## src/rtl/branch_predictor.sv

```systemverilog
// Bimodal branch predictor: a table of 2-bit saturating counters indexed by PC.
// Looked up at fetch (registered, 1-cycle latency), trained at branch
// resolution, and raises a registered flush pulse on every misprediction.
module branch_predictor #(
  parameter int INDEX_BITS = 6,
  parameter int PC_WIDTH   = 64,
  parameter int CNT_WIDTH  = 16
) (
  input  logic                 in_clk,
  input  logic                 in_rst,
  input  logic                 in_stall,
  input  logic                 in_lookup_valid,
  input  logic [PC_WIDTH-1:0]  in_lookup_pc,
  output logic                 out_prediction,
  output logic                 out_pred_valid,
  input  logic                 in_update_valid,
  input  logic [PC_WIDTH-1:0]  in_update_pc,
  input  logic                 in_update_taken,
  input  logic                 in_update_predicted,
  output logic                 out_flush,
  output logic [CNT_WIDTH-1:0] out_mispredict_count
);

  localparam int ENTRIES = 1 << INDEX_BITS;

  // Counters live in flops rather than RAM: all of them must clear to
  // weakly-not-taken the instant reset rises.
  logic [1:0] counters [ENTRIES];

  logic [INDEX_BITS-1:0] lookup_idx;
  logic [INDEX_BITS-1:0] update_idx;
  logic [1:0]            update_cur;
  logic [1:0]            update_next;
  logic [1:0]            lookup_counter;
  logic                  mispredict;

  // Word-aligned instructions: the two low PC bits carry no information,
  // and bits above the index alias onto the same counter (no tags).
  assign lookup_idx = in_lookup_pc[INDEX_BITS+1:2];
  assign update_idx = in_update_pc[INDEX_BITS+1:2];
  assign update_cur = counters[update_idx];
  assign mispredict = in_update_valid && (in_update_taken != in_update_predicted);

  // PC bits outside the index field are intentionally ignored.
  logic unused_pc_bits;
  assign unused_pc_bits = ^{in_lookup_pc[PC_WIDTH-1:INDEX_BITS+2], in_lookup_pc[1:0],
                            in_update_pc[PC_WIDTH-1:INDEX_BITS+2], in_update_pc[1:0]};

  // Saturating increment/decrement of the counter being trained.
  always_comb begin
    update_next = update_cur;
    if (in_update_taken) begin
      if (update_cur != 2'b11) update_next = update_cur + 2'b01;
    end else begin
      if (update_cur != 2'b00) update_next = update_cur - 2'b01;
    end
  end

  // Lookup sees the post-update value when it hits the entry being trained.
  always_comb begin
    lookup_counter = counters[lookup_idx];
    if (in_update_valid && (update_idx == lookup_idx)) lookup_counter = update_next;
  end

  // Counter table: trained only on a valid update, regardless of stall.
  always_ff @(posedge in_clk or posedge in_rst) begin
    if (in_rst) begin
      for (int i = 0; i < ENTRIES; i++) counters[i] <= 2'b01;
    end else if (in_update_valid) begin
      counters[update_idx] <= update_next;
    end
  end

  // Registered lookup result; a stall freezes it.
  always_ff @(posedge in_clk or posedge in_rst) begin
    if (in_rst) begin
      out_prediction <= 1'b0;
      out_pred_valid <= 1'b0;
    end else if (!in_stall) begin
      out_pred_valid <= in_lookup_valid;
      out_prediction <= in_lookup_valid ? lookup_counter[1] : 1'b0;
    end
  end

  // Flush pulse and saturating misprediction counter, both stall-independent.
  always_ff @(posedge in_clk or posedge in_rst) begin
    if (in_rst) begin
      out_flush            <= 1'b0;
      out_mispredict_count <= '0;
    end else begin
      out_flush <= mispredict;
      if (mispredict && (out_mispredict_count != {CNT_WIDTH{1'b1}}))
        out_mispredict_count <= out_mispredict_count + 1'b1;
    end
  end

endmodule

```

## config.mk

```make
export PLATFORM = sky130hd
export DESIGN_NAME = branch_predictor
export DESIGN_NICKNAME = d
export VERILOG_FILES = /design/src/rtl/branch_predictor.sv
export SDC_FILE = /design/constraint.sdc
export NUM_CORES = 1
export LEC_CHECK = 0
export ABC_AREA = 1
export BUFFER_PORTS_ARGS = -buffer_cell sky130_fd_sc_hd__buf_2
export CAP_MARGIN = 30
export CORE_AREA = 3 3 127 129
export DETAILED_ROUTE_END_ITERATION = 7
export DIE_AREA = 0 0 130 132
export HOLD_SLACK_MARGIN = 0.1
export PLACE_DENSITY = 0.76
export SYNTH_ARGS = -nofsm -noshare
export SYNTH_HDL_FRONTEND = slang
export SYNTH_SLANG_ARGS = --single-unit
```

## constraint.sdc

```tcl
create_clock -name in_clk -period 9.7 [get_ports in_clk]
set_input_delay 0.97 -clock in_clk [delete_from_list [all_inputs] [get_ports in_clk]]
set_output_delay 0.97 -clock in_clk [all_outputs]
set_load 0.01 [all_outputs]
```

==> implementation parameters <==
Parameter                              Value

Run status
  Result of the run ... finished, final reports clean

Critical path
  R2r setup slk ... 6.98 ns
  Kind of critical path ... input pin to flop
  Number of cells on the worst reg-to-reg path ... 15
  Arrival time of the worst setup path ... 4.18 ns
  Startpoint Class ... input pin
  Worst setup path start ... in_update_pc[3]
  Critical path peak fanout ... 35
  End of the critical path ... counters[81]
  Max stage delay cell, worst path ... sky130_fd_sc_hd__inv_2
  Top cell family by delay on the critical path ... buffers and inverters
  Sequence of cells on the critical path ... buf_2 > buf_4 > inv_2 > nor2_1 > o211ai_1 > nand2_1 > o21ai_0 > nand2_1 > nor2_1 > nand2_1 > nand2_2 > nand2_1 > nand2_2 > buf_4 > mux2i_1
  Worst path bufs/invs ... 4
  Capturing point of the worst reg2reg path ... counters[81]
  Largest stage delay on the critical path ... 0.55 ns
  Crit end category ... flop
  Number of logic stages on the critical path including buffering ... 15
  Reg-to-reg startpoint ... counters[13]
  Worst path required time ... 9.99 ns
  Cell occurring most often along the worst timing path ... sky130_fd_sc_hd__nand2_1

Synth
  Count of unique library cells instantiated by Yosys ... 31
  Xor/xnor cell area share of the yosys netlist ... 1.601%
  Dominant combinational cell family by area after synthesis ... simple AND/OR/NAND/NOR gates
  Adder-cell area share of the yosys netlist ... 0.1525%
  Post-synthesis compound-gate area fraction ... 11.38%
  Cell area after synthesis ... 0.008204 mm^2
  Fraction of the mapped netlist area in simple logic gates ... 32.79%
  Number of synthesis warnings ... 0
  Multiplexer fraction of the synthesized cell area ... 0.7320%
  Post-Syn Instances ... 1160
  Sequential cell area fraction in the yosys report ... 45.81%
  Post-synthesis sequential element count ... 147
  Post-synthesis area per instance ... 7.073 um^2
  Syn_nets ... 1296

Routing
  Post-route DRC violation count ... 0
  DRT Pass-1 Iters ... 6
  Detailed-route wire length per cell ... 17.00 um
  DR iter-0 viols ... 742
  Routed wire length ... 23.31 mm
  Total vias in the final route ... 7797
  DR vias/cell ... 5.687
  Final antenna-violating net count ... 0

CTS
  Clk sinks ... 147
  Post-CTS Repair Setup Buffers ... 0
  Buffer levels on the longest clock path ... 2
  Library cell used as clock root buffer ... sky130_fd_sc_hd__clkbuf_16
  Number of buffers created by CTS ... 17
  Clock tree from TritonCTS ... done
  Maximum level of the CTS H-tree ... 4
  Clock latency on the worst-skew pair ... 0.44 ns
  Resized Gates After CTS ... 0
  # hold bufs at CTS ... 0
  Post-CTS clock slew at the launch and capture registers of the worst setup and hold paths ... 0.06 ns

Power
  Relative contribution of combinational cells to total power ... 20.8%
  Cell Pwr Density ... 221.4 mW/mm^2
  Internal cell power ... 0.001386 W
  Switching power share of the total ... 30.85%
  Static leakage ... 4.438 nW
  Worst vdd ir ... 0.1712 mV
  Final total power ... 0.002004 W
  Clock power share ... 36.5%
  Sequential fraction of design power ... 42.8%
  Total net switching power ... 0.0006184 W

Placed design
  Dpl cell area ... 0.008402 mm^2
  Placer's final routability congestion estimate ... 0.9337
  Total of buffers placed on input and output ports ... 37
  Post-detailed-placement half-perimeter wirelength ... 13.82 mm

Global route
  Sum of overflow across all layers after global routing ... 0
  Number of antenna violations at the first check in global routing ... 0
  Vias in the first global route ... 7498
  Overall Global Routing Usage ... 27.68%
  Wire length of the first global-routing pass ... 37.44 mm
  Largest net degree at the start of global routing ... 81

Timing
  Worst slew margin relative to its limit ... 37.87%
  Period Utilization, post-route ... 40.12%
  Clock skew ... 0.01366 ns
  Final-report max-slew violation count ... 0
  Time the final worst path needs with I/O delays and setup ... 3.892 ns
  Final hold violation count ... 0
  Final number of setup-violating endpoints ... 0
  Maximum clock frequency ... 0.2570 GHz
  Setup TNS Final ... 0 ns
  Pin slew with the least headroom to its limit ... 0.9319 ns
  Unrepaired setup endpoints after global routing ... false
  Hold WS ... 0.4708 ns

Layout
  Fraction of final layout cells sized beyond drive strength 1 ... 12.60%
  Post-route design area ... 0.009051 mm^2
  # diodes ... 0
  Number of nets in the layout ... 1306
  Sequential cell area ... 0.003759 mm^2
  Area growth syn-to-layout ... 10.32%
  Fill cell instance count of the final layout ... 1418
  Multi-input gate area in the final layout ... 0.003835 mm^2

Worst hold path
  Hold Crit Class ... flop to flop

Floorplanning
  Std-Cell Core Area ... 0.01515 mm^2
  Die height ... 132 um
  Total Die Area ... 0.01716 mm^2
  Horiz. Die Dim ... 130 um
  Starting utilization of the core area ... 54.17%
  Row cnt ... 45
  I/O pin count ... 154

Flow run
  # Max-Cap Violations ... 0
==> layer usage <==
metal  share of wire, %  GRT usage [%]
met5                  0              0
met4                3.5          12.76
met3                9.0          6.118
met2                 45          41.95
met1                 43          37.80
==> how the worst min path moves through the flow <==
stage,slack (ns),from,cells after the start,endpoint
floorplan,0.48,counters[106],2,counters[106]
global placement,0.46,out_pred_valid,2,out_pred_valid
detailed placement,0.46,out_pred_valid,2,out_pred_valid
CTS,0.48,out_pred_valid,2,out_pred_valid
global route,0.50,out_pred_valid,2,out_pred_valid
finish,0.47,out_pred_valid,2,out_pred_valid
==> synth_stat cells (all sizes together) <==
| master | n | share of area, % |
|---|---|---|
| nand2 | 395 | 18 |
| mux2i | 6 | 0.73 |
| nand4 | 1 | 0.076 |
| nor3 | 14 | 0.92 |
| xor2 | 10 | 1.1 |
| clkbuf | 22 | 1.0 |
| nor4 | 1 | 0.076 |
| buf | 31 | 2.5 |
| a221oi | 3 | 0.32 |
| clkinv | 2 | 0.092 |
| dfstp | 64 | 20 |
| a21oi | 72 | 4.4 |
| ha | 1 | 0.15 |
| nor2 | 209 | 9.6 |
| xnor2 | 5 | 0.53 |
| o22ai | 2 | 0.15 |
| nand3b | 2 | 0.18 |
| or2 | 2 | 0.15 |
| o211ai | 8 | 0.73 |
| a31oi | 59 | 4.5 |
| dfrtp | 83 | 25 |
| o21ai | 21 | 1.3 |
| inv | 86 | 3.9 |
| nand3 | 61 | 3.7 |
==> metrics by stage <==
| step | utilization, % | instances | setup WS [ns] |
|---|---|---|---|
| after detailed placement | 55.47 | 1339 | 5.444 |
| after global routing | 59.76 | 1371 | 5.528 |
| final | 59.76 | 1371 | 5.808 |
| after CTS | 59.76 | 1371 | 5.869 |
| after floorplan | - | 1160 | 4.885 |
| after global placement | 55.47 | 1339 | 5.453 |
==> worst register-to-register path, delay by kind of cell (launching register included) <==
kind / cells / cell delay (ns)
DFF: 1 / 0.40
AOI/OAI and AO/OA: 1 / 0.12
muxes: 1 / 0.14
and+or+nand+nor: 12 / 1.43
buffers and inverters: 1 / 0.51
==> state kept, by name (all words and copies together) (netlist names) <==
name                  flops
counters                128
out_mispredict_count     16
out_prediction            1
out_flush                 1
out_pred_valid            1
==> power groups by stage <==
stage,sequential (W),combinational (W),clock (W)
floorplan,0.000851,0.000314,0
global placement,0.000860,0.000397,0
detailed placement,0.000865,0.000409,0
CTS,0.000856,0.000413,0.000736
global route,0.000874,0.000475,0.000766
finish,0.000857,0.000416,0.000731
==> final cells by class <==
class / count / share of cell area (%)
inverters: 88 / 3.705
flip-flops and latches: 147 / 41.53
clock buffers: 19 / 4.894
multi-input cells: 872 / 42.37
well taps: 188 / 2.599
repair buffers: 44 / 2.626
clock inverters: 13 / 2.281
==> logic make-up (layout without fill, tap and decap cells) <==
family          count (synthesis)  after routing
mux                             6              6
simple gates                  685            685
compound gates                165            165
fa+ha+maj                       1              1
buf+inv                       141            164
xor+xnor                       15             15
flops                         147            147
==> placed cells by master (no fill, tap or decap), types with 3 or more instances in the layout <==
master | synthesis | final
sky130_fd_sc_hd__nand2_1 | 394 | 391
sky130_fd_sc_hd__o211ai_1 | 8 | 8
sky130_fd_sc_hd__xor2_1 | 10 | 10
sky130_fd_sc_hd__clkbuf_16 | 0 | 17
sky130_fd_sc_hd__buf_2 | 14 | 37
sky130_fd_sc_hd__a31oi_1 | 59 | 59
sky130_fd_sc_hd__dfstp_2 | 64 | 64
sky130_fd_sc_hd__inv_1 | 84 | 83
sky130_fd_sc_hd__clkinv_2 | 0 | 3
sky130_fd_sc_hd__nand3_1 | 61 | 61
sky130_fd_sc_hd__a221oi_1 | 3 | 3
sky130_fd_sc_hd__nor2_1 | 209 | 209
sky130_fd_sc_hd__nor3_1 | 13 | 13
sky130_fd_sc_hd__dfrtp_1 | 83 | 83
sky130_fd_sc_hd__nand2_2 | 1 | 4
sky130_fd_sc_hd__mux2i_1 | 6 | 6
sky130_fd_sc_hd__o21ai_0 | 19 | 19
sky130_fd_sc_hd__bufinv_16 | 0 | 5
sky130_fd_sc_hd__buf_4 | 5 | 7
sky130_fd_sc_hd__xnor2_1 | 5 | 5
sky130_fd_sc_hd__a21oi_1 | 72 | 72
Note: power is estimated with default switching activity, not from simulation.
